[src/rtl/axis_wr_arb.sv]
// axis_wr_arb: round-robin arbiter that shares one AXI-Stream write-master port
// between N_REQ requesters. Each beat is {addr, data}. A grant covers one
// tlast-delimited packet or at most QUOTA beats, whichever ends first. The
// output goes through a single register stage that keeps full throughput.
// Optional feature macro: AXIS_WR_ARB_STATS_EN adds per-requester 32-bit
// accepted-beat counters on beat_cnt. When the macro is not defined,
// beat_cnt is tied to 0 and clr_stats is ignored.
module axis_wr_arb #(
  parameter int N_REQ      = 2,
  parameter int DATA_WIDTH = 64,
  parameter int ADDR_WIDTH = 32,
  parameter int QUOTA      = 8
) (
  input  logic                                      clk,
  input  logic                                      rstn,
  input  logic [N_REQ-1:0]                          s_axis_tvalid,
  output logic [N_REQ-1:0]                          s_axis_tready,
  input  logic [N_REQ*(DATA_WIDTH+ADDR_WIDTH)-1:0]  s_axis_tdata,
  input  logic [N_REQ-1:0]                          s_axis_tlast,
  output logic                                      m_axis_tvalid,
  input  logic                                      m_axis_tready,
  output logic [DATA_WIDTH+ADDR_WIDTH-1:0]          m_axis_tdata,
  output logic                                      m_axis_tlast,
  output logic [N_REQ-1:0]                          grant,
  output logic                                      busy,
  input  logic                                      clr_stats,
  output logic [N_REQ*32-1:0]                       beat_cnt
);

  localparam int BEAT_W = DATA_WIDTH + ADDR_WIDTH;
  localparam int PTR_W  = (N_REQ > 1) ? $clog2(N_REQ) : 1;
  localparam int CNT_W  = $clog2(QUOTA) + 1;
  localparam logic [CNT_W-1:0] CNT_LAST = CNT_W'(QUOTA - 1);

  typedef enum logic {IDLE_ST, GRANT_ST} state_t;

  state_t              state_q;
  logic [PTR_W-1:0]    ptr_q;      // last winner, search starts after it
  logic [PTR_W-1:0]    owner_q;    // index of current grant holder
  logic [N_REQ-1:0]    grant_q;
  logic [CNT_W-1:0]    cnt_q;      // beats accepted in the current grant
  logic                m_valid_q;
  logic                m_last_q;
  logic [BEAT_W-1:0]   m_data_q;

  logic                win_found_d;
  logic [PTR_W-1:0]    win_idx_d;
  logic [BEAT_W-1:0]   sel_beat;
  logic                sel_last;
  logic                out_free;
  logic                accept;

  // Rotating search: first valid requester after the previous winner.
  always_comb begin
    logic [PTR_W-1:0] cand;
    win_found_d = 1'b0;
    win_idx_d   = '0;
    cand        = '0;
    for (int k = 1; k <= N_REQ; k++) begin
      cand = PTR_W'((int'(ptr_q) + k) % N_REQ);
      if (!win_found_d && s_axis_tvalid[cand]) begin
        win_found_d = 1'b1;
        win_idx_d   = cand;
      end
    end
  end

  assign sel_beat = s_axis_tdata[int'(owner_q)*BEAT_W +: BEAT_W];
  assign sel_last = s_axis_tlast[owner_q];
  // The output register can take a new beat when empty or draining this cycle.
  assign out_free = ~m_valid_q | m_axis_tready;
  assign accept   = (state_q == GRANT_ST) & s_axis_tvalid[owner_q] & out_free;

  // Only the owner sees ready, and only while the output stage can take a beat.
  always_comb begin
    s_axis_tready = '0;
    if (state_q == GRANT_ST) begin
      s_axis_tready[owner_q] = out_free;
    end
  end

  // Arbitration FSM plus output register; a drain and a load in the same cycle keep valid high.
  always_ff @(posedge clk) begin
    if (!rstn) begin
      state_q   <= IDLE_ST;
      ptr_q     <= PTR_W'(N_REQ - 1);
      owner_q   <= '0;
      grant_q   <= '0;
      cnt_q     <= '0;
      m_valid_q <= 1'b0;
      m_last_q  <= 1'b0;
      m_data_q  <= '0;
    end else begin
      if (accept) begin
        m_valid_q <= 1'b1;
        m_data_q  <= sel_beat;
        m_last_q  <= sel_last;
      end else if (m_axis_tready) begin
        m_valid_q <= 1'b0;
      end

      case (state_q)
        IDLE_ST: begin
          if (win_found_d) begin
            grant_q <= N_REQ'(1) << win_idx_d;
            owner_q <= win_idx_d;
            ptr_q   <= win_idx_d;
            cnt_q   <= '0;
            state_q <= GRANT_ST;
          end
        end
        GRANT_ST: begin
          if (accept) begin
            cnt_q <= cnt_q + CNT_W'(1);
            // A quota cut leaves tlast as forwarded; the packet resumes on the next grant.
            if (sel_last || (cnt_q == CNT_LAST)) begin
              state_q <= IDLE_ST;
              grant_q <= '0;
            end
          end
        end
        default: state_q <= IDLE_ST;
      endcase
    end
  end

  assign m_axis_tvalid = m_valid_q;
  assign m_axis_tdata  = m_data_q;
  assign m_axis_tlast  = m_last_q;
  assign grant         = grant_q;
  assign busy          = (state_q == GRANT_ST) | m_valid_q;

`ifdef AXIS_WR_ARB_STATS_EN
  generate
    for (genvar gi = 0; gi < N_REQ; gi++) begin : g_stats
      logic [31:0] stat_q;
      // Accepted-beat counter for requester gi; clear has priority over increment.
      always_ff @(posedge clk) begin
        if (!rstn || clr_stats) begin
          stat_q <= '0;
        end else if (s_axis_tvalid[gi] && s_axis_tready[gi]) begin
          stat_q <= stat_q + 32'd1;
        end
      end
      assign beat_cnt[gi*32 +: 32] = stat_q;
    end
  endgenerate
`else
  logic unused_clr_stats;
  assign unused_clr_stats = clr_stats;
  assign beat_cnt         = '0;
`endif

endmodule

[config.mk]
export PLATFORM = sky130hd
export DESIGN_NAME = axis_wr_arb
export DESIGN_NICKNAME = d
export VERILOG_FILES = /design/src/rtl/axis_wr_arb.sv
export SDC_FILE = /design/constraint.sdc
export NUM_CORES = 1
export LEC_CHECK = 0
export CORE_AREA = 2 2 143 145
export CTS_BUF_LIST = sky130_fd_sc_hd__clkbuf_4 sky130_fd_sc_hd__clkbuf_8 sky130_fd_sc_hd__clkbuf_16
export CTS_CLUSTER_SIZE = 40
export DETAILED_ROUTE_END_ITERATION = 16
export DIE_AREA = 0 0 145 147
export GPL_ROUTABILITY_DRIVEN = 1
export HOLD_SLACK_MARGIN = 0.03
export PLACE_DENSITY = 0.71
export RECOVER_POWER = 25
export SETUP_SLACK_MARGIN = 0.02
export SYNTH_ARGS = -nofsm -noshare
export SYNTH_HDL_FRONTEND = slang
export SYNTH_SLANG_ARGS = --single-unit
[constraint.sdc]
create_clock -name clk -period 2.3 [get_ports clk]
set_input_delay 0.69 -clock clk [delete_from_list [all_inputs] [get_ports clk]]
set_output_delay 0.69 -clock clk [all_outputs]
set_load 0.05 [all_outputs]
==> results of run 1 <==
==> cells in the final DEF (no fill, tap or decap), types with 2 or more instances in the layout <==
master,count
o311ai_0,2
conb_1,64
nand2b_1,3
dlymetal6s2s_1,4
dfxtp_4,2
buf_4,20
buf_12,13
a211oi_2,25
mux2_1,2
clkbuf_1,4
nand4_1,2
o22ai_1,2
and2_1,2
nor3_4,2
dfxtp_1,105
nand3_1,2
inv_8,2
a21oi_1,4
clkdlybuf4s50_1,288
a31oi_1,97
clkbuf_16,9
inv_1,2
a32o_1,2
a211oi_1,71
dlygate4sd2_1,2
clkinv_4,2
mux2i_1,98
==> per-layer routing <==
metal,track usage (%),routed length [um],up-vias
met5,0,0,-
met2,28.4,8880,238
li1,-,-,2629
met3,6.34,1490,15
met4,4.21,300,0
met1,19.5,7120,2502
==> cell families after synthesis <==
kind of cell,count (synthesis),share of synthesized area (%)
other,1,0.0658
flip-flops,107,37.6
XOR/XNOR,1,0.154
AND/OR/NAND/NOR,21,2.31
multiplexers,100,17.6
adder cells (fa/ha/maj),1,0.220
AO/OA/AOI/OAI,208,27.6
buffers and inverters,134,14.5
==> synthesized netlist by cell type (4+ instances only) <==
| cell | count |
|---|---|
| clkbuf_1 | 24 |
| a211oi_2 | 25 |
| a21oi_1 | 4 |
| buf_4 | 69 |
| mux2i_1 | 98 |
| dfxtp_1 | 107 |
| buf_2 | 25 |
| buf_6 | 4 |
| buf_1 | 8 |
| a211oi_1 | 71 |
| nand2b_1 | 4 |
| a31oi_1 | 97 |
==> through the flow <==
step / power [mW] / hold slack, ns / worst slack (ns)
final: 5.97 / 0.509 / 0.0788
after global routing: 6.27 / 0.536 / 0.0245
after CTS: 6.07 / 0.513 / 0.0502
after detailed placement: 4.37 / 0.502 / -0.133
after global placement: 4.35 / 0.487 / -0.104
after floorplan: 3.60 / 0.467 / 0.0774
==> timing repair <==
item                                    CTS  global route
setup buffers                             1             0
pin swaps                                 1             0
gates resized for setup                   4             4
gates cloned                              0             0
endpoints found under the setup margin    3             4
==> where the power goes <==
group          total (mW)  internal [mW]  leakage [nW]  switching [mW]
sequential           2.10           2.01         0.881          0.0922
clock                1.66          0.878         0.157           0.778
combinational        2.21          0.877          2.21            1.33
total                5.97           3.76          3.25            2.20
==> sequential cells by signal (all words and copies together) (netlist names) <==
signal	flops
m_axis_tlast	1
m_axis_tvalid	1
cnt_q	4
grant	2
ptr_q	1
m_axis_tdata	96
owner_q	1
state_q	1
==> cell type report <==
class | instances | area (sq um)
Timing Repair Buffer | 332 | 3390
Antenna cell | 1 | 2.50
Tap cell | 270 | 338
Multi-Input combinational cell | 395 | 2990
Fill cell | 1876 | 10600
Inverter | 4 | 17.5
Clock inverter | 7 | 95.1
Clock buffer | 9 | 225
Sequential cell | 107 | 2150
==> critical path, stage by stage <==
cell	delay (ns)
dlygate4sd2_1	0.22
and2b_2	0.25
nor3_4	0.21
buf_12	0.16
==> worst paths after layout <==
path                            cells after the start           from  slack, ns                to
worst max-delay path                                4  m_axis_tready       0.08  s_axis_tready[0]
worst min-delay path                                1       cnt_q[0]       0.51          cnt_q[0]
worst max register to register                      4        state_q       0.49          cnt_q[3]
worst min register to register                      1       cnt_q[0]       0.51          cnt_q[0]
==> flow_metrics.py, run 1 <==
metrics = {
    "yosys": {
        "synth-edff-count": 0,
        "synth.top_cell.area_share_pct": 37.6,
        "yosysWarnings": 0,
        "synth_async_sr_flop_share_pct": 0,
        "syn_inst": 573,
        "synth.avg_cell_area_sq_um": 9.94,
        "synth_seq_cells": 107,
        "synth_cell_types": 40,
        "synth_area_leaders": "dfxtp_1 38%, mux2i_1 17%, a31oi_1 11%, a211oi_1 9.4%, buf_4 9.1%",
        "synth_top_area_cell": "dfxtp_1",
        "ys_seq_area_share_pct": 37.6,
        "yosys_most_used_dff": "dfxtp_1",
        "synth.cell_area_sq_mm": 0.00570,
    },
    "setup_path": {
        "crit_path_start_kind": "input pin",
        "crit_type": "in -> out",
        "cp.arrival_ns": 1.53,
        "cp_max_fo": 2,
        "end_kind": "primary output",
        "critPathRequiredTime_ns": 1.61,
    },
    "global_route": {
        "grt_pass1_vias": 5339,
        "gr-total-overflow": 0,
        "grt_max_degree": 75,
        "grt_usage_pct": 16.5,
        "grt_pass1_wl_um": 28700,
        "grt_antenna_before_repair": 1,
    },
    "flow_run": {
        "maxCapViolations": 0,
    },
    "cts": {
        "cts_root_buf": "clkbuf_16",
        "clk_latency_ns": 0.35,
        "cts_tree": "built",
        "cts_made_buffers": 9,
        "cts.clk_slew.worst_paths_ns": 0.07,
        "cts_hold_buffers": 0,
        "clock_path_buffers": 2,
        "cts_num_sinks": 107,
        "cts_htree_levels": 3,
    },
    "routing": {
        "vias": 5384,
        "drt_iter0_drc": 257,
        "wl_um": 17800,
        "first_pass_iters": 4,
        "detail-route-antenna-nets": 0,
        "via_per_inst": 4.79,
        "drcViolationCount": 0,
        "avgRoutedWirePerCell_um": 15.8,
    },
    "min_path": {
        "hp-class": "reg -> reg",
    },
    "power_and_ir_drop": {
        "ir_drop_mv": 0.345,
        "power_density_mw_per_mm2": 648,
        "leakagePower_nw": 3.25,
    },
    "cells_and_area": {
        "num-nets-final": 1050,
        "design_area_sq_mm": 0.00921,
        "final_cells": 1125,
        "drive_gt1_share_pct": 9.84,
        "final_util_pct": 46.4,
        "area_delta_synth_final_pct": 61.6,
    },
    "sta": {
        "setup_viol": 0,
        "final_hold_viol_count": 0,
        "period_share_pct": 96.6,
        "rsz0062_at_grt": "false",
        "fin_crit_ns": 2.22,
        "worstMarginPinSlew_ns": 0.713,
        "fmax_ghz": 0.450,
        "tns_ns": 0,
        "slew_violations": 0,
        "slew-limit-headroom_pct": 52.7,
        "fin_worst_skew_ns": 0.0129,
    },
    "floorplanning": {
        "die_x_um": 145,
        "num_rows": 52,
        "core_sq_mm": 0.0198,
        "start_util_pct": 28.7,
        "boundaryPins": 367,
        "die_h_um": 147,
        "die-area_sq_mm": 0.0213,
    },
    "placement": {
        "placedCellCount": 1107,
        "port_buffers": 301,
        "gp_congestion": 0.771,
        "dpl_cell_area_sq_mm": 0.00888,
        "dpl.hpwl_um": 13300,
    },
    "outcome": {
        "outcome": "finished, final reports clean",
    },
}
Power figures use the tool's default switching activity.
==> inputs of run 2 (changes only) <==
--- a/config.mk
+++ b/config.mk
@@ -15,6 +15,7 @@
 export PLACE_DENSITY = 0.71
 export RECOVER_POWER = 25
 export SETUP_SLACK_MARGIN = 0.02
+export SLEW_MARGIN = 40
 export SYNTH_ARGS = -nofsm -noshare
 export SYNTH_HDL_FRONTEND = slang
 export SYNTH_SLANG_ARGS = --single-unit
==> results of run 2 <==
No change in the layout: final DEF, timing and power equal those of run 1.
==> inputs of run 3 (changes only) <==
--- a/config.mk
+++ b/config.mk
@@ -10,10 +10,9 @@
 export CTS_CLUSTER_SIZE = 40
 export DETAILED_ROUTE_END_ITERATION = 16
 export DIE_AREA = 0 0 145 147
-export GPL_ROUTABILITY_DRIVEN = 1
-export HOLD_SLACK_MARGIN = 0.03
 export PLACE_DENSITY = 0.71
 export RECOVER_POWER = 25
+export REMOVE_ABC_BUFFERS = 1
 export SETUP_SLACK_MARGIN = 0.02
 export SLEW_MARGIN = 40
 export SYNTH_ARGS = -nofsm -noshare
==> run 3 against run 2 <==
Against the previous run: global-route usage decreased by 0.35 points; critical path depth down 3; largest cell class unchanged; clock power decreased by 5%; clock skew fell by 0.0037 ns; power is 2.4% lower; cell count down 0.36%; first-iteration DRC count is 9.3% lower.
==> flow_metrics.py, run 3 (same netlist as run 1, synthesis figures left out) <==
metrics = {
    "outcome": {
        "outcome": "finished, final reports clean",
    },
    "setup_path": {
        "cpMaxStageDelayCell": "clkdlybuf4s50_1",
        "cp_max_fo": 2,
        "critPathRequiredTime_ns": 1.61,
        "r2r_end": "state_q",
        "crit_path_start_kind": "register",
        "startpoint": "m_axis_tdata[42]",
        "cp_cell_sequence": "clkdlybuf4s50_1",
        "cp.arrival_ns": 1.54,
        "r2r-start": "owner_q",
        "end_kind": "primary output",
        "path_depth": 1,
        "reg2regPathDepth": 4,
        "cpPeakStageDelay_ns": 0.85,
        "crit_family": "buffers and inverters",
        "reg2reg_slack_ns": 0.19,
        "crit_buf_inv": 1,
        "crit_type": "reg -> out",
    },
    "cts": {
        "cts.clk_slew.worst_paths_ns": 0.07,
        "clock_path_buffers": 2,
        "cts_setup_buffers": 0,
        "clk_latency_ns": 0.35,
        "cts_hold_buffers": 0,
        "cts_root_buf": "clkbuf_16",
        "cts_made_buffers": 9,
        "cts_tree": "built",
        "cts_htree_levels": 3,
        "cts_num_sinks": 107,
    },
    "global_route": {
        "grt_usage_pct": 16.2,
        "grt_antenna_before_repair": 1,
        "gr-total-overflow": 0,
        "grt-busiest-layer": "met2",
        "grt_pass1_wl_um": 28200,
        "grt_use_met1_pct": 19.5,
        "grt_pass1_vias": 5240,
        "groute.layer.met3.usage_pct": 4.47,
        "met2_usage_pct": 27.7,
        "grt_max_degree": 53,
    },
    "floorplanning": {
        "die_x_um": 145,
        "start_util_pct": 28.7,
        "boundaryPins": 367,
        "num_rows": 52,
        "core_sq_mm": 0.0198,
        "die_h_um": 147,
        "die-area_sq_mm": 0.0213,
    },
    "cells_and_area": {
        "final_util_pct": 45.2,
        "final_common_cell": "clkdlybuf4s50_1",
        "largest_reg_flops": 96,
        "num-nets-final": 1047,
        "final_cell_mix": "289 x clkdlybuf4s50_1, 105 x dfxtp_1, 98 x mux2i_1",
        "drive_gt1_share_pct": 7.06,
        "design_area_sq_mm": 0.00896,
        "area_delta_synth_final_pct": 57.3,
    },
    "routing": {
        "vias": 5431,
        "first_pass_iters": 4,
        "via_per_inst": 4.84,
        "detail-route-antenna-nets": 0,
        "drcViolationCount": 0,
        "avgRoutedWirePerCell_um": 15.8,
        "drt_iter0_drc": 233,
        "wl_um": 17700,
    },
    "power_and_ir_drop": {
        "ir_drop_mv": 0.314,
        "leakagePower_nw": 3.12,
        "total_power_mw": 5.82,
        "power_density_mw_per_mm2": 650,
    },
    "flow_run": {
        "maxCapViolations": 0,
    },
    "sta": {
        "slew-limit-headroom_pct": 44.3,
        "setup_viol": 0,
        "rsz0062_at_grt": "false",
        "worstMarginPinSlew_ns": 0.835,
        "final_hold_viol_count": 0,
        "fmax_ghz": 0.448,
        "period_share_pct": 97.0,
        "fin_worst_skew_ns": 0.00916,
        "slew_violations": 0,
        "tns_ns": 0,
        "fin_crit_ns": 2.23,
    },
    "min_path": {
        "min-delay-start": "cnt_q[0]",
        "hp-class": "reg -> reg",
        "min_path_cells": 1,
        "holdPathEnd": "cnt_q[0]",
    },
    "placement": {
        "dpl_cell_area_sq_mm": 0.00883,
        "port_buffers": 301,
        "gp_congestion": 0.725,
        "dpl.hpwl_um": 12900,
    },
}
[run 3: worst max-delay path by stage]
stage	endpoint	slack, ns
2_1_floorplan	m_axis_tdata[0]	-5.55
6_report	m_axis_tdata[42]	0.07
5_1_grt	m_axis_tdata[46]	0.03
3_5_place_dp	s_axis_tready[0]	-0.16
4_1_cts	m_axis_tdata[5]	0.02
3_3_place_gp	s_axis_tready[0]	-0.16
[run 3: what timing repair did]
action | CTS | global route
pin swaps | 1 | 1
endpoints found under the setup margin | 2 | 5
resized for setup | 2 | 4
[run 3: final cells by class]
class	instances	area, sq um
antenna	1	2.50
clock inverter	4	51.3
fill	1933	10900
tap	270	338
inverter	4	16.3
sequential	107	2150
multi-input combinational	395	2890
clock buffer	11	240
timing repair buffer	329	3280
[run 3: report_power, final]
part	switching (mW)	internal, mW	total, mW
clock	0.699	0.866	1.57
combinational	1.31	0.843	2.16
sequential	0.0917	2.01	2.10
[run 3: metal layers]
metal | vias to the layer above | wire length (um) | share of wire, %
li1 | 2636 | - | -
met1 | 2543 | 7190 | 41
met2 | 229 | 8930 | 50
met3 | 23 | 1260 | 7.1
met4 | 0 | 363 | 2.0
met5 | - | 0 | 0
[run 3: stage by stage]
stage / cells / setup slack (ns) / hold slack (ns)
floorplan: 506 / -5.55 / 0.467
global placement: 1105 / -0.162 / 0.484
detailed placement: 1105 / -0.161 / 0.489
CTS: 1120 / 0.0218 / 0.503
global route: 1121 / 0.0267 / 0.536
finish: 1121 / 0.0687 / 0.503
==> patch 1, RTL diff (flow settings as in run 3) <==
Build with the macro `AXIS_WR_ARB_STATS_EN` defined.
--- a/src/rtl/axis_wr_arb.sv
+++ b/src/rtl/axis_wr_arb.sv
@@ -5,6 +5,8 @@
 // Optional feature macro: AXIS_WR_ARB_STATS_EN adds per-requester 32-bit
 // accepted-beat counters on beat_cnt. When the macro is not defined,
 // beat_cnt is tied to 0 and clr_stats is ignored.
+`define AXIS_WR_ARB_STATS_EN
+
 module axis_wr_arb #(
   parameter int N_REQ      = 2,
   parameter int DATA_WIDTH = 64,
Behaviour: not the same (Yosys sat finds a counterexample within 4 cycles, from zero or initial values and one cycle with rstn low).
==> patch 1 against run 3 <==
Clock power up 72%. Synthesized cell count increased by 49%. Cell area rose by 37%. Sequential cell count is 64 higher. Non-clock buffer count grew 80. Count of clock-buffer cells in the layout rose by 9. Core utilization rose by 17 points. Synthesized area increased by 39%. Routed wire length is 45% higher. Setup slack worse by 19 ps. Critical path depth unchanged. Power up 31%. Largest cell class is now multi-input gates. Highest routed layer unchanged.
==> patch 1: results (changes against run 3) <==
- Fill count: 1811 (was 1933)
- First-pass GRT wire length: 39700 µm (was 28200 µm)
- Placement Setup Slack: -366 ps (was -161 ps)
- Synth area leaders: dfxtp_1, mux2i_1, o211a_1 (was dfxtp_1, mux2i_1, a31oi_1)
- CTS HTree Levels: 4 (was 3)
- List of most frequent post-synthesis cells: dfxtp_1, nand2_1, mux2i_1 (was dfxtp_1, mux2i_1, a31oi_1)
- Unique cell type count in the Yosys netlist: 43 (was 40)
- Via Count: 7580 (was 5431)
- Internal: 5.31 mW (was 3.72 mW)
- First-pass DRT Iterations: 6 (was 4)
- Seq/Total Area, Yosys: 43.2% (was 37.6%)
- Worst skew pair latency: 420 ps (was 350 ps)
- Hold depth: 2 (was 1)
- Largest net degree at the start of global routing: 91 (was 53)
- Max incr delay on CP: 810 ps (was 850 ps)
- Placed cell area: 0.0120 mm² (was 0.00883 mm²)
- DR iter-0 viols: 328 (was 233)
- Reg2Reg Depth: 5 (was 4)
- Initial antenna violation count: 2 (was 1)
- Vias in the first global route: 7475 (was 5240)
- WHS Endpoint: grant[1]$_SDFFE_PN0P_ (was cnt_q[0]$_SDFFE_PN0P_)
- Clk pin slew, worst setup/hold paths: 70 ps (about the same)
- Peak supply drop: 515 µV (was 314 µV)
- Status: complete, no violations (unchanged)
- Leak Pwr: 5.93 nW (was 3.12 nW)
- IO buf count: 366 (was 301)
- Worst r2r src: g_stats[1].stat_q[18]$_SDFFE_PP0P_ (was owner_q$_SDFFE_PN0P_)
- Routed wire length: 25700 µm (was 17700 µm)
- Total CTS buffers: 17 (was 9)
- Min-Delay Startpoint: grant[1]$_SDFFE_PN0P_ (was cnt_q[0]$_SDFFE_PN0P_)
- Relative slew slack: 48.2% (was 44.3%)
- Clock skew: 10.3 ps (was 9.16 ps)
- CP Data Arrival Time: 1560 ps (was 1540 ps)
- HPWL Detailed: 19400 µm (was 12900 µm)
- Share of cells above drive strength 1: 7.50% (was 7.06%)
- Final nets: 1416 (was 1047)
- Reg2reg setup slack: 160 ps (was 190 ps)
- Final estimated routing congestion in global placement: 0.798 (was 0.725)
- GRT Util Overall: 23.4% (was 16.2%)
## patch 1: power by group through the flow
stage,clock network [mW],logic (mW),registers [mW]
floorplan,0,0.459,3.84
global placement,0,1.84,3.27
detailed placement,0,1.84,3.28
CTS,2.77,1.81,3.21
global route,2.89,1.84,3.23
finish,2.70,1.74,3.21
## patch 1: cell families after synthesis
kind of cell	after synthesis	share of synthesized area [%]
compound gates	139	15.4
xor+xnor	50	5.52
fa+ha+maj	3	0.474
buf+inv	76	3.77
flops	171	43.2
mux	99	12.5
simple gates	313	19.1
## patch 1: area by class of cell
cell class	count	area (µm²)	area share, %
Inverter	10	37.5	0.305
Timing Repair Buffer	409	3700	30.1
Tap cell	270	338	2.75
Clock buffer	20	460	3.75
Clock inverter	12	88.8	0.723
Sequential cell	171	3430	27.9
Antenna cell	1	2.50	0.0204
Multi-Input combinational cell	604	4230	34.5
## patch 1: worst max-delay path by stage
stage	startpoint	end	slack (ps)	cells past startpoint
after floorplan	owner_q$_SDFFE_PN0P_	grant[0]$_SDFFE_PN0P_	-5360	5
after global placement	s_axis_tvalid[1]	g_stats[1].stat_q[31]$_SDFFE_PP0P_	-320	6
after detailed placement	s_axis_tvalid[1]	g_stats[1].stat_q[31]$_SDFFE_PP0P_	-370	6
after CTS	m_axis_tdata[18]$_SDFFE_PN0P_	m_axis_tdata[18]	20	1
after global routing	s_axis_tvalid[1]	g_stats[1].stat_q[31]$_SDFFE_PP0P_	20	6
final	m_axis_tdata[27]$_SDFFE_PN0P_	m_axis_tdata[27]	50	1
## patch 1: timing repair
action / in CTS / in global routing
setup endpoints to repair: 81 / 28
setup buffers: 2 / 0
gates cloned: 0 / 0
resized for setup: 84 / 25
pin swaps: 1 / 1
## patch 1: tightest hold or removal path, stage by stage (launching register included)
cell and delay [ps]:
dfxtp_1 320, nand2_1 50, a21boi_0 70
## patch 1: per-layer routing
metal  routed length (µm)  vias up  global-route usage (%)
met5                    0        -                       0
met4                  346        0                    6.88
met3                 2220       25                    9.25
met2                13200      223                    42.4
li1                     -     3753                       -
met1                 9890     3579                    25.3
## patch 1: through the flow
step,instances,util (%)
floorplan,785,-
global placement,1462,60.3
detailed placement,1462,60.3
CTS,1496,62.7
global route,1497,61.9
finish,1497,61.9
==> patch 2, RTL diff (config.mk and constraints of run 3) <==
Without the edit above. One comparison of `cnt_q` changes from == to >=.
--- a/src/rtl/axis_wr_arb.sv
+++ b/src/rtl/axis_wr_arb.sv
@@ -113,7 +113,7 @@
           if (accept) begin
             cnt_q <= cnt_q + CNT_W'(1);
             // A quota cut leaves tlast as forwarded; the packet resumes on the next grant.
-            if (sel_last || (cnt_q == CNT_LAST)) begin
+            if (sel_last || (cnt_q >= CNT_LAST)) begin
               state_q <= IDLE_ST;
               grant_q <= '0;
             end
Behaviour: same outputs for any inputs over 4 cycles, from zero or initial values and one cycle with rstn low; that may be too few to reach the edited logic, so the function may still have changed.
==> patch 2 against run 3 <==
Sequential cell count did not move. Synthesized cell count rose by 0.35%. Cell area fell by 0.39%. Critical path depth did not move. Fmax rose by 0.39%. Clock skew fell by 3.2 ps. Synthesized area fell by 2.4%. Setup slack improved by 8.6 ps. Routed wire length fell by 2.2%. Power barely moved. Count of clock-buffer cells in the layout rose by 1. Non-clock buffer count fell by 7. Largest power group unchanged.
==> patch 2: results (changes against run 3) <==
- Clock skew: 5.95 ps (was 9.16 ps)
- List of most frequent post-synthesis cells: dfxtp_1, mux2i_1, a31oi_1 (unchanged)
- Unique cell type count in the Yosys netlist: 37 (was 40)
- Clk pin slew, worst setup/hold paths: 70 ps (about the same)
- Routed len/inst: 15.6 µm (was 15.8 µm)
- R2R Path End: m_axis_tdata[5]$_SDFFE_PN0P_ (was state_q$_SDFF_PN0_)
- Multiplexer area fraction after synthesis: 18.3% (was 17.6%)
- Largest net degree at the start of global routing: 55 (was 53)
- Multi-input comb cells: 397 (was 395)
- Final estimated routing congestion in global placement: 0.743 (was 0.725)
- Placement Setup Slack: -42.7 ps (was -161 ps)
- Max incr delay on CP: 830 ps (was 850 ps)
- Synth Area in Adders: 0.225% (was 0.220%)
- Relative slew slack: 54.3% (was 44.3%)
- Share of cells above drive strength 1: 5.21% (was 7.06%)
- Min-Delay Startpoint: grant[0]$_SDFFE_PN0P_ (was cnt_q[0]$_SDFFE_PN0P_)
- Final clock-cell share: 3.49% (was 3.25%)
- First-pass GRT wire length: 27400 µm (was 28200 µm)
- Syn_area_per_cell: 9.67 µm² (was 9.94 µm²)
- DR iter-0 viols: 185 (was 233)
- Status: complete, no violations (unchanged)
- CP max stage cell: clkdlybuf4s50_1 (unchanged)
- Multi-input gate area: 0.00287 mm² (was 0.00289 mm²)
- Synth area leaders: dfxtp_1, mux2i_1, a211oi_1 (was dfxtp_1, mux2i_1, a31oi_1)
- Worst Setup SP: m_axis_tdata[53]$_SDFFE_PN0P_ (was m_axis_tdata[42]$_SDFFE_PN0P_)
- Fraction of area in multi-input gates: 32.1% (was 32.2%)
- WHS Endpoint: grant[0]$_SDFFE_PN0P_ (was cnt_q[0]$_SDFFE_PN0P_)
- Peak supply drop: 302 µV (was 314 µV)
- Fill count: 1970 (was 1933)
- HPWL Detailed: 12600 µm (was 12900 µm)
- Vias in the first global route: 5113 (was 5240)
- Non-clock buffering overhead: 36.4% (was 36.6%)
- Inverters: 3 (was 4)
- Seq/Total Area, Yosys: 38.5% (was 37.6%)
- GRT Util Overall: 15.6% (was 16.2%)
- Compound-Gate Fraction of Synth Area: 25.9% (was 27.6%)
- N_diodes: 0 (was 1)
- Post-cts resize count: 3 (was 2)
- Final nets: 1041 (was 1047)
- Reg2reg setup slack: 440 ps (was 190 ps)
- Placed insts: 1099 (was 1105)
- Synth Area in XOR/XNOR: 0% (was 0.154%)
- Clock buf count: 12 (was 11)
- Placed cell area: 0.00866 mm² (was 0.00883 mm²)
- Initial antenna violation count: 0 (was 1)
- CTS HTree Levels: 3 (unchanged)
- Via Count: 5356 (was 5431)
- Leak Pwr: 3.10 nW (was 3.12 nW)
- Non-CTS buffers: 322 (was 329)
- Critical path peak fanout: 2 (unchanged)
- Min Hold Slack: 503 ps (about the same)
- Routed wire length: 17300 µm (was 17700 µm)
==> patch 2: cell types whose count changed in the layout (fill, tap and decap cells not counted), sizes merged, moves of 2 or more <==
cell    delta
nand3b     +2
inv        -2
nor4       +2
o22ai      -2
buf        -8
==> patch 2: where the power goes <==
part	internal (mW)	total, mW	switching, mW	leakage [nW]
combinational	0.821	2.11	1.29	2.06
clock	0.932	1.62	0.684	0.151
sequential	2.01	2.10	0.0903	0.881
==> patch 2: worst max-delay path by stage <==
stage / endpoint / slack, ps / depth (start not counted)
finish: m_axis_tdata[53] / 80 / 1
global route: m_axis_tdata[53] / 20 / 1
CTS: m_axis_tdata[94] / 40 / 1
detailed placement: s_axis_tready[1] / -40 / 4
global placement: s_axis_tready[1] / -50 / 4
floorplan: m_axis_tdata[0]$_SDFFE_PN0P_ / -4780 / 3
==> patch 2: layer usage <==
metal  wire [µm]  GRT usage, %  part of all wire (%)
met5           0             0                     0
met3        1180          4.72                   6.8
met4         233          4.11                   1.3
met2        8430          27.0                    49
met1        7490          18.9                    43
